<file path="src/rtl/interleaver_pkg.sv">
// Shared definitions for the ping-pong block interleaver: mode constants,
// bank-state encoding and the read-address mappings for both directions.
package interleaver_pkg;

  localparam int MODE_IL  = 0;
  localparam int MODE_DIL = 1;

  typedef enum logic [1:0] {
    BANK_EMPTY    = 2'd0,
    BANK_FILLING  = 2'd1,
    BANK_FULL     = 2'd2,
    BANK_DRAINING = 2'd3
  } bank_state_t;

  // Row-major write, column-major read.
  function automatic int il_addr(input int j, input int rows, input int cols);
    return (j % rows) * cols + j / rows;
  endfunction

  // Exact inverse of il_addr for the same rows/cols.
  function automatic int dil_addr(input int i, input int rows, input int cols);
    return (i % cols) * rows + i / cols;
  endfunction

endpackage

</file>
<file path="src/rtl/interleaver_bank.sv">
// One frame buffer: a single write port and an asynchronous read port, so the
// output register can capture the addressed word on the same edge it is selected.
module interleaver_bank #(
  parameter int DEPTH = 16,
  parameter int WIDTH = 1,
  parameter int AW    = 4
) (
  input  logic             clk,
  input  logic             we,
  input  logic [AW-1:0]    waddr,
  input  logic [WIDTH-1:0] wdata,
  input  logic [AW-1:0]    raddr,
  output logic [WIDTH-1:0] rdata
);

  logic [WIDTH-1:0] mem [DEPTH];

  always_ff @(posedge clk) begin
    if (we) mem[waddr] <= wdata;
  end

  assign rdata = mem[raddr];

endmodule

</file>
<file path="src/rtl/param_interleaver.sv">
// Row/column block interleaver (MODE 0) or deinterleaver (MODE 1) with two
// ping-pong banks: one bank fills while the other drains into a registered output.
module param_interleaver import interleaver_pkg::*; #(
  parameter int ROWS  = 4,
  parameter int COLS  = 4,
  parameter int WIDTH = 1,
  parameter int MODE  = 0
) (
  input  logic             clk,
  input  logic             rst,
  input  logic             in_valid,
  input  logic             in_sof,
  input  logic [WIDTH-1:0] in_data,
  output logic             in_ready,
  output logic             out_valid,
  output logic             out_sof,
  output logic [WIDTH-1:0] out_data,
  input  logic             out_ready,
  output logic             sync_err
);

  localparam int N  = ROWS * COLS;
  localparam int AW = $clog2(N);
  localparam logic [AW-1:0] LAST = AW'(N - 1);

  bank_state_t           st [2];
  logic                  wr_sel, rd_sel;
  logic [AW-1:0]         wr_cnt, rd_cnt, waddr, raddr;
  logic [1:0][WIDTH-1:0] rdata;
  logic                  accept, resync, rd_avail, load;

  assign in_ready = (st[wr_sel] == BANK_EMPTY) || (st[wr_sel] == BANK_FILLING);
  assign accept   = in_valid && in_ready;
  assign resync   = accept && in_sof && (wr_cnt != '0);
  assign waddr    = resync ? '0 : wr_cnt;
  assign rd_avail = (st[rd_sel] == BANK_FULL) || (st[rd_sel] == BANK_DRAINING);
  assign load     = rd_avail && (!out_valid || out_ready);

  if (MODE == MODE_DIL) begin : g_dil
    assign raddr = AW'(dil_addr(32'(rd_cnt), ROWS, COLS));
  end else begin : g_il
    assign raddr = AW'(il_addr(32'(rd_cnt), ROWS, COLS));
  end

  for (genvar b = 0; b < 2; b++) begin : g_bank
    interleaver_bank #(.DEPTH(N), .WIDTH(WIDTH), .AW(AW)) u_bank (
      .clk   (clk),
      .we    (accept && (wr_sel == 1'(b))),
      .waddr (waddr),
      .wdata (in_data),
      .raddr (raddr),
      .rdata (rdata[b])
    );
  end

  // The writer only touches EMPTY/FILLING banks and the reader only FULL/DRAINING
  // ones, so both state updates below always target different banks.
  always_ff @(posedge clk) begin
    if (!rst) begin
      st[0]     <= BANK_EMPTY;
      st[1]     <= BANK_EMPTY;
      wr_sel    <= 1'b0;
      rd_sel    <= 1'b0;
      wr_cnt    <= '0;
      rd_cnt    <= '0;
      out_valid <= 1'b0;
      out_sof   <= 1'b0;
      out_data  <= '0;
      sync_err  <= 1'b0;
    end else begin
      sync_err <= resync;
      if (accept) begin
        if (resync) begin
          wr_cnt     <= AW'(1);
          st[wr_sel] <= BANK_FILLING;
        end else if (wr_cnt == LAST) begin
          wr_cnt     <= '0;
          st[wr_sel] <= BANK_FULL;
          wr_sel     <= ~wr_sel;
        end else begin
          wr_cnt     <= wr_cnt + 1'b1;
          st[wr_sel] <= BANK_FILLING;
        end
      end
      if (load) begin
        out_valid <= 1'b1;
        out_sof   <= (rd_cnt == '0);
        out_data  <= rdata[rd_sel];
        if (rd_cnt == LAST) begin
          rd_cnt     <= '0;
          st[rd_sel] <= BANK_EMPTY;
          rd_sel     <= ~rd_sel;
        end else begin
          rd_cnt     <= rd_cnt + 1'b1;
          st[rd_sel] <= BANK_DRAINING;
        end
      end else if (out_ready) begin
        out_valid <= 1'b0;
      end
    end
  end

endmodule

</file>
<file path="config.mk">
export PLATFORM = sky130hd
export DESIGN_NAME = param_interleaver
export DESIGN_NICKNAME = d
export VERILOG_FILES = /design/src/rtl/interleaver_pkg.sv /design/src/rtl/interleaver_bank.sv /design/src/rtl/param_interleaver.sv
export SDC_FILE = /design/constraint.sdc
export NUM_CORES = 1
export LEC_CHECK = 0
export ABC_AREA = 1
export BUFFER_PORTS_ARGS = -buffer_cell sky130_fd_sc_hd__buf_2
export CAP_MARGIN = 0
export CORE_ASPECT_RATIO = 0.5
export CORE_UTILIZATION = 61
export CTS_BUF_LIST = sky130_fd_sc_hd__clkbuf_16
export DETAILED_ROUTE_END_ITERATION = 16
export GPL_TIMING_DRIVEN = 0
export PLACE_DENSITY = 0.84
export RECOVER_POWER = 50
export SYNTH_ARGS = -nofsm -noshare
export SYNTH_HDL_FRONTEND = slang
export SYNTH_SLANG_ARGS = --single-unit
export TNS_END_PERCENT = 5
</file>
<file path="constraint.sdc">
create_clock -name clk -period 2.4 [get_ports clk]
set_clock_uncertainty 0.1 [all_clocks]
set_input_delay 0.36 -clock clk [delete_from_list [all_inputs] [get_ports clk]]
set_output_delay 0.36 -clock clk [all_outputs]
set_load 0.005 [all_outputs]
</file>
# Yosys cells after proc, flatten, opt, wreduce, memory -nomap -nowiden

Memories as Yosys holds them, arrays and structs flattened. A register that Yosys moved wholly into a read port is not among the register bits.
Cells that the tools add are included.
Widths: inputs -> output; s select.

Add/sub/neg operators: 3
$mul: 0
Div/mod/pow operators: 0
$lt $le $gt $ge: 1
Equal/unequal tests: 5
Shifts and indexed selects: 0
Mux-type cells: 48
Bitwise operators: 6
Reductions and logical operators: 18

Operator list:

| cell                | count |
|---|---|
| $mux 1              | 39 |
| $mux 4              | 4 |
| $mux 2              | 5 |
| $add 4x1->4 const B | 2 |
| $eq 4x4->1 const B  | 2 |
| $logic_and 1x1->1   | 6 |
| $add 4x2->4         | 1 |
| $eq 2x2->1 const B  | 2 |
| $logic_not 4->1     | 1 |
| $reduce_bool 4->1   | 1 |
| $reduce_or 2->1     | 2 |
| $logic_or 1x1->1    | 3 |
| $not 1->1           | 3 |
| $or 1x1->1          | 3 |
| $reduce_and 3->1    | 1 |
| $eq 2x1->1 const B  | 1 |
| $logic_not 2->1     | 1 |
| $lt 1x2->1 const B  | 1 |
| $reduce_and 2->1    | 1 |
| $reduce_bool 2->1   | 1 |
| $logic_not 1->1     | 1 |

Register bits: 14
Latch bits: 0
RAM bits: 36
Memory bits (read-only): 0
Bits of input ports: 6
Output and inout bits: 5
Word-level logic and storage cells: 92
Memories: 3

Memory list:

| name                 | depth | width | rd ports | clocked after memory_dff | write ports | RTL line                | source |
|---|---|---|---|---|---|---|---|
| g_bank[0].u_bank.mem | 16    | 1     | 1        | 0                        | 1           | interleaver_bank.sv:16  | `logic [WIDTH-1:0] mem [DEPTH];` |
| g_bank[1].u_bank.mem | 16    | 1     | 1        | 0                        | 1           | interleaver_bank.sv:16  |  |
| st                   | 2     | 2     | 2        | 2                        | 2           | param_interleaver.sv:26 | `bank_state_t st [2];` |

# Longest topological paths before layout

Gate-level depths: netlist of the first run.

Depth after elaboration: 13
Gate-level depth with buffers: 11
Depth with buffers taken out: 9

# Cells and area by module

A second synthesis of the first run with hierarchy kept.

Cell total of the unflattened synthesis: 323
Area total of the unflattened synthesis: 2628.8 um^2

By module, submodules not included:

| module                               | times used | cells an instance | area each (um^2) |
|---|---|---|---|
| param_interleaver                    | 1          | 134               | 972.2 |
| interleaver_bank at g_bank[0].u_bank | 1          | 94                | 829.5 |
| interleaver_bank at g_bank[1].u_bank | 1          | 95                | 827.0 |

# Worst setup path before layout of the first run

No wires, ideal clock.

Kind: reg-to-reg
From: register wr_cnt[0]
To: memory g_bank[0].u_bank.mem[2] (enable)
Library setup time: 0.299 ns
Arrival time: 1.454 ns
Slack: 0.547 ns
Stages on the path, launching flop included: 9
Path buffers: 1
Period minus slack after synthesis: 1.853 ns
Cell sequence: dfxtp_1 -> inv_1 -> ha_1 -> nand3_1 -> nand3_4 -> buf_8 -> o21ai_4 -> nand4_2 -> nor2_1

Cells in the longest elaborated chain, start to end: 3

Ends and longest elaborated chain:

| element                  | RTL line                | source |
|---|---|---|
| start: declaration       | param_interleaver.sv:28 | `logic [AW-1:0] wr_cnt, rd_cnt, waddr, raddr;` |
| start signal: assignment | param_interleaver.sv:81 | `wr_cnt <= wr_cnt + 1'b1;` |
| $reduce_bool 4->1        | param_interleaver.sv:34 | `assign resync = accept && in_sof && (wr_cnt != '0);` |
| $logic_and 1x1->1        | param_interleaver.sv:34 |  |
| $mux 4 (*)               | param_interleaver.sv:35 | `assign waddr = resync ? '0 : wr_cnt;` |
| end: declaration         | interleaver_bank.sv:16  |  |

Mark *: on every way between the ends. The rest lies on a longest branch, timed or not.

# Worst setup path in the final report of the first run

From: register wr_cnt[0]
To: memory g_bank[1].u_bank.mem[1] (enable)

Cells in the longest elaborated chain, start to end: 3

Ends and longest elaborated chain:

| element           | RTL line |
|---|---|
| $reduce_bool 4->1 | param_interleaver.sv:34 |
| $logic_and 1x1->1 | param_interleaver.sv:34 |
| $mux 4 (*)        | param_interleaver.sv:35 |
| end: declaration  | interleaver_bank.sv:16 |

Marks and branches as above.

==> results, run 1 <==
- The flow ran to the end, and the final reports show no timing, DRC or antenna violations.
- The H-tree was split into 2 levels.
- Traced cell by cell, the critical path runs through inv_1, ha_1, nand3_1, nand3_4, buf_8, o21ai_4, nand4_2, nor2_1.
- Setup repair after global routing left no endpoint under its margin.
- The worst setup path is launched from a register.
- The count of routing violations after the opening detailed-route iteration is 296.
- In this run the register-to-register setup slack is 350 ps.
- The number of setup buffers added after CTS is 0.
- The antenna cell count is 0.
- The synthesized design contains 50 register bits.
- The post-route total power is 1.88 mW.
- The tree built by TritonCTS fans out to 50 sinks.
- Summing the sequential cell areas from Yosys gives 52.3% of the chip area.
- The cell area power density is 669 nW/µm².
- The highest attainable clock frequency is 0.488 GHz.
- For this run, the slowest stage of the critical path takes 540 ps.
- Global routing finished with a remaining overflow of 0.
- The final critical-path required period is 2050 ps.
- The worst setup path is captured at a register.
- STA puts the critical path data required time at 2290 ps.
- After synthesis, the netlist uses 32 different library cells.
- The number of standard-cell rows in the floorplan is 16.
- The number of endpoints with negative hold slack in the final report is 0.
- The final-report setup violation count is 0.
- The cell type with the largest total area after synthesis is edfxtp_1.
- The worst path uses 85.3% of the clock period.
- In this run the vertical extent of the chip is 47.9 µm.
- Across the run, the number of max-cap violations was 0.
- The clock passes through at most 2 buffers.
- The half-perimeter wire length of the detailed placement result is 3890 µm.
- The pre-antenna-repair detailed-routing pass consisted of 5 iterations.
- The total number of nets in the final design is 321.
- Entering global routing, the biggest net connects 33 pins.
- The type of the tightest min-delay check is in2reg.
- The number of cells after detailed placement is 358.
- Along the worst path, the maximum fanout reaches 10.
- The setup slack of the critical path after layout is 352 ps.
- Setup total negative slack on the finished layout was measured at 0 ps.
- The area growth from synthesis to layout is 9.46%.
- The initial antenna violation count was 0.
- For this run, the number of Yosys warnings is 0.
- The root buffer cell is clkbuf_16.
- VDD sags by at most 0.350 mV.
- The DRC violation count after routing is 0.
- The number of buffers inserted during clock tree synthesis is 5.
- The number of global-route vias before repair came to 1854.
- The post-cts sizing count is 0.
- The arrival time reported for the critical path endpoint is 1940 ps.
- The post-detailed-route wirelength per cell is 15.6 µm.
- The floorplan step defined a die boundary enclosing 4480 µm².
- The area of the mapped netlist is 2560 µm².
- The number of standard cells after synthesis is 294.
- The post-route netlist has 13.8% of its cells at a drive strength greater than 1.
- After clock tree synthesis, the clock-pin slew on the worst setup and hold paths is 70 ps.
- At the pin with the least slew margin, the transition time is 1190 ps.
- After synthesis, the cell types taking the most area are edfxtp_1 40%, dfxtp_1 12%, nand2_1 10%.
- 11 I/O pins were placed.
- Routability-driven placement finished with a final weighted congestion of 0.878.
- The first global-routing pass estimated 8600 µm of wire.
- Once layout is complete, the utilization of the core stands at 70.8%.
- The global-route usage over all layers is 27.1%.
- Once the floorplan was initialized, standard cells occupied 64.7% of the core.
- For this design, the CTS-stage hold fixing added 0 buffers.
- The overall die width is 93.7 µm.
- The core area is 3960 µm².
- The slowest stage of the critical path belongs to the cell dfxtp_1.
- The max-slew violation count is 0.
- The reported leakage power is 1.10 nW.
- The remaining max-slew budget at the tightest pin is 20.8%.
- The latest clock arrival within the worst-skew pair is 290 ps.
- The number of standard cells in the layout, taps in and fillers out is 366.
- OpenSTA, run right after detailed placement, puts the worst setup slack at 376 ps.
- The type of the worst setup path is reg2reg.
- Detailed routing inserted a total of 2079 vias.
- The net count of the mapped netlist is 304.
- The count of nets left with antenna violations once routing finished came out at 0.
- Buffers placed on the I/O ports in this run total 10.
- The number of vias per cell is 5.68.
- The top cell type by area accounts for 39.8% of the synthesized area.
- Summed over all layers, the routed wires come to 5730 µm.
- The average footprint of a synthesized cell is 8.72 µm².
- The CTS tree is yes.
worst max-delay path: cells and delay by family (launching register included):
kind / cells / cell delay, ps
buffers and inverters: 2 / 320
flip-flops: 1 / 540
AO/OA/AOI/OAI: 1 / 80
adder cells (fa/ha/maj): 1 / 230
AND/OR/NAND/NOR: 4 / 480
metrics by stage:
stage / hold slack [ps] / cell area (µm²)
floorplan: 359 / 2560
global placement: 370 / 2680
detailed placement: 390 / 2680
CTS: 278 / 2820
global route: 286 / 2810
finish: 276 / 2810
cell type report:
| class | count | area, µm² |
|---|---|---|
| Buffer | 12 | 86.3 |
| Clock buffer | 5 | 125 |
| Multi-Input combinational cell | 194 | 985 |
| Clock inverter | 3 | 15.0 |
| Timing Repair Buffer | 10 | 45.0 |
| Fill cell | 305 | 1160 |
| Inverter | 38 | 143 |
| Tap cell | 54 | 67.6 |
| Sequential cell | 50 | 1340 |
power by group:
part	switching, mW	internal (mW)	total (mW)
registers	0.0259	0.944	0.970
logic	0.148	0.0729	0.221
clock network	0.306	0.382	0.688
layout by cell type (no fill, tap or decap), types with 2 or more instances in the layout:
cell type  netlist  routed
clkbuf_1         1       5
nor3_1          16      16
nand3_2          3       3
nand3_1         26      26
nand2_2          6       6
o21ai_4          2       2
ha_1             4       4
buf_4            3       3
nand2_1         70      70
dfxtp_1         16      16
clkbuf_16        0       5
nand4_1          2       2
nand4_2          2       2
buf_2            6      11
a21oi_1         15      15
edfxtp_1        34      34
inv_1           36      37
nor2_1          24      26
buf_8            2       2
o21ai_0         12      12
metal layers:
| metal | share of wire (%) | GRT usage [%] | vias to the layer above |
|---|---|---|---|
| li1 | - | - | 1007 |
| met4 | 1.9 | 10.8 | 0 |
| met3 | 11 | 7.30 | 15 |
| met1 | 43 | 35.0 | 954 |
| met5 | 0 | 0 | - |
| met2 | 44 | 45.3 | 103 |
flip-flops by register name, summed over array words and instances, names as in the netlist, named ones only:
signal and cells:
rd_sel 1, g_bank.u_bank.mem 32, wr_cnt 4, wr_sel 1, rd_cnt 4, sync_err 1
st 2, out_valid 1, out_sof 1, out_data 1
final timing paths:
path,from,end,cells after the start
max,wr_cnt[0]$_SDFFE_PN0N_,g_bank[1].u_bank.mem[1]$_DFFE_PP_,8
min,rst,rd_cnt[0]$_SDFFE_PN0N_,3
max reg2reg,wr_cnt[0]$_SDFFE_PN0N_,g_bank[1].u_bank.mem[1]$_DFFE_PP_,8
min reg2reg,out_data$_SDFFE_PN0N_,out_data$_SDFFE_PN0N_,2
kinds of logic after synthesis:
kind of cell	count (synthesis)	share of synthesized area (%)
AND/OR/NAND/NOR	156	28.7
flip-flops	50	52.3
AO/OA/AOI/OAI	34	8.15
buffers and inverters	50	8.93
adder cells (fa/ha/maj)	4	1.95
cells in the mapped netlist, drive strengths merged:
cell type,count
nand2,76
inv,38
edfxtp,34
nand3,30
nor2,26
nor3,17
dfxtp,16
o21ai,16
a21oi,15
buf,11
ha,4
nand4,4
a211oi,1
and2,1
clkbuf,1
nor3b,1
nor4,1
o211ai,1
o31ai,1
(Power assumes the default switching activity.)
==> run 2, diff against run 1 <==
--- a/config.mk
+++ b/config.mk
@@ -15,6 +15,7 @@
 export GPL_TIMING_DRIVEN = 0
 export PLACE_DENSITY = 0.84
 export RECOVER_POWER = 50
+export REMOVE_ABC_BUFFERS = 1
 export SYNTH_ARGS = -nofsm -noshare
 export SYNTH_HDL_FRONTEND = slang
 export SYNTH_SLANG_ARGS = --single-unit
==> run 2 against run 1 <==
  * First-iteration DRC count fell by 39%
  * Cell count fell by 3.3%
  * Register-to-register slack got worse by 120 ps
  * Highest routed layer unchanged
  * Sequential share of layout area rose by 1.7 points
==> results, run 2 (synthesis results as in run 1) <==
- The latest clock arrival within the worst-skew pair is 290 ps.
- The number of standard-cell rows in the floorplan is 16.
- The clock period could shrink to 2170 ps.
- The worst-case IR drop observed on VDD is 0.354 mV.
- Clock-pin slew was measured on the worst setup and hold paths at 60 ps.
- In the finished design, the share of the clock period the worst path needs comes to 90.3%.
- The data required time of the worst path is 2340 ps.
- The DRC violation count after routing is 0.
- For this design the static power due to leakage is 1.05 nW.
- The final-report setup violation count is 0.
- The wire length of the first global-routing pass is 7870 µm.
- The routability-driven placement congestion ratio is 0.851.
- After routing the design area is 2720 µm².
- The count of routing violations after the opening detailed-route iteration is 182.
- The startpoint of the lowest-slack hold path is rst.
- The sequential standard cell area is 1340 µm².
- Measured in cells, the most critical reg-to-reg path has a length of 8.
- The H-tree was split into 2 levels.
- The largest fanout on the critical path is 11.
- The remaining max-slew budget at the tightest pin is 26.0%.
- The number of endpoints with negative hold slack in the final report is 0.
- The area growth from synthesis to layout is 5.85%.
- The number of vias per cell is 5.66.
- Data on the critical path arrives at its endpoint at 2110 ps.
- The setup slack of the critical path after layout is 232 ps.
- The number of global-route vias before repair was 1681.
- For hold timing, the worst endpoint is rd_cnt[2]$_SDFFE_PN0N_.
- The multi-input combinational cells in the finished layout cover a total of 981 µm².
- The chip height is 47.9 µm.
- The pin count of the biggest net entering global routing is 33.
- TritonCTS built the clock tree.
- The flip-flop count of the largest register, all copies and words added is 32.
- The largest registers in the layout are g_bank.u_bank.mem (32), rd_cnt (4), wr_cnt (4).
- The worst-case register-to-register setup slack is 230 ps.
- The antenna cell count is 0.
- The final global-route overflow total is 0.
- The first detailed-routing pass ran for 5 iterations.
- In this run the standard cell core region covers 3960 µm².
- The actual transition at the worst max-transition pin is 1110 ps.
- STA classifies the critical path endpoint as a register.
- Measured along the x axis, the die boundary spans 93.7 µm.
- The library cells used most frequently in the layout, excluding fill and tap cells, are 70 x nand2_1, 37 x inv_1, 34 x edfxtp_1, 26 x nor2_1, 26 x nand3_1.
- The min-delay analysis places its worst path in the category in2reg.
- The worst setup path is of the reg2reg kind.
- The type of element launching the critical path is a register.
- Setup repair after global routing left no endpoint under its margin.
- Pin placement for this block handled 11 I/O pins.
- The global-route usage over all layers is 25.1%.
- The smallest hold slack is 328 ps.
- The area of placed instances is 2600 µm².
- The number of filler instances in the final layout is 301.
- For this configuration, the core starts out at a cell density of 64.7%.
- The number of buffers inserted during clock tree synthesis is 5.
- The total of hold buffers inserted after clock tree synthesis is 0.
- The total wirelength of the detailed-routed design is 5150 µm.
- Once detail routing completed, the nets flagged for antenna violations numbered 0.
- The design draws 1.83 mW.
- The final sum of negative setup slack is 0 ps.
- During placement, the flow inserted port buffers numbering 10.
- The total of max-cap violations is 0.
- The initial antenna violation count is 0.
- The half-perimeter wire length of the detailed placement result is 3500 µm.
- In the final routed layout, each cell accounts on average for 14.5 µm.
- The worst register-to-register path begins at wr_cnt[0]$_SDFFE_PN0N_.
- The worst register-to-register path ends at g_bank[1].u_bank.mem[7]$_DFFE_PP_.
- The root buffer cell is clkbuf_16.
- The clock passes through at most 2 buffers.
- At the placement stage, the worst setup path has a slack of 249 ps.
- The cell area power density is 673 nW/µm².
- The run finished with clean final reports.
- The net count of the finished layout is 309.
- The max-slew violation count was 0.
- g_bank.u_bank.mem holds more flip-flops than any other register.
- The die covers 4480 µm².
- Timing would allow up to 0.461 GHz.
- The worst hold path stage count is 3.
- The TritonCTS sink count is 50.
- The fraction of final layout cells with drive strength greater than 1 is 10.0%.
- The number of vias in the routed layout is 2004.
- Leaving out fill and tap cells, the most frequent cell in the layout is nand2_1.
run 2: changes by cell type in the layout (fill, tap and decap cells not counted), moves of 2 or more:
cell,change
clkinv_1,+2
buf_2,-5
buf_8,-2
buf_4,-3
run 2: where the power goes:
part           leakage, nW  internal, mW  total (mW)  switching [mW]
clock               0.0663         0.375       0.659           0.284
sequential           0.440         0.945       0.969          0.0245
combinational        0.539        0.0619       0.200           0.138
total                 1.05          1.38        1.83           0.446
run 2: worst max-delay path, cell delays in order (launching register included):
cell and delay (ps):
dfxtp_1 540, inv_1 160, ha_1 230, nand3_1 130, nand3_4 200, nand3_1 270, inv_1 90, nand2_1 140
nor2_1 70
run 2: final cells by class:
cell class / count / area share (%)
flip-flops and latches: 50 / 49.4
multi-input cells: 194 / 36.1
inverters: 38 / 5.25
clock buffers: 5 / 4.61
well taps: 54 / 2.49
repair buffers: 10 / 1.66
clock inverters: 3 / 0.415
run 2: worst max path at each step:
stage | startpoint | end | cells past startpoint
4_1_cts | wr_cnt[0]$_SDFFE_PN0N_ | g_bank[0].u_bank.mem[4]$_DFFE_PP_ | 8
3_5_place_dp | wr_cnt[0]$_SDFFE_PN0N_ | g_bank[0].u_bank.mem[4]$_DFFE_PP_ | 8
5_1_grt | wr_cnt[0]$_SDFFE_PN0N_ | g_bank[1].u_bank.mem[7]$_DFFE_PP_ | 8
2_1_floorplan | wr_cnt[0]$_SDFFE_PN0N_ | g_bank[1].u_bank.mem[2]$_DFFE_PP_ | 7
6_report | wr_cnt[0]$_SDFFE_PN0N_ | g_bank[1].u_bank.mem[7]$_DFFE_PP_ | 8
3_3_place_gp | rd_cnt[2]$_SDFFE_PN0N_ | register | 5
run 2: layer usage:
layer	up-vias	part of all wire (%)	global-route usage (%)
li1	986	-	-
met1	931	46	34.8
met2	77	44	36.6
met3	10	7.9	6.98
met4	0	1.4	13.2
met5	-	0	0
run 2: timing repair:
| action | in CTS | in global routing |
|---|---|---|
| buffers inserted | 0 | 0 |
| setup endpoints to repair | 0 | 2 |
| resized for setup | 0 | 1 |
| endpoints found under the hold margin | 0 | 0 |
run 2: through the flow:
stage	utilization, %	std cells
floorplan	-	282
global placement	65.5	346
detailed placement	65.5	346
CTS	68.9	354
global route	68.5	354
finish	68.5	354
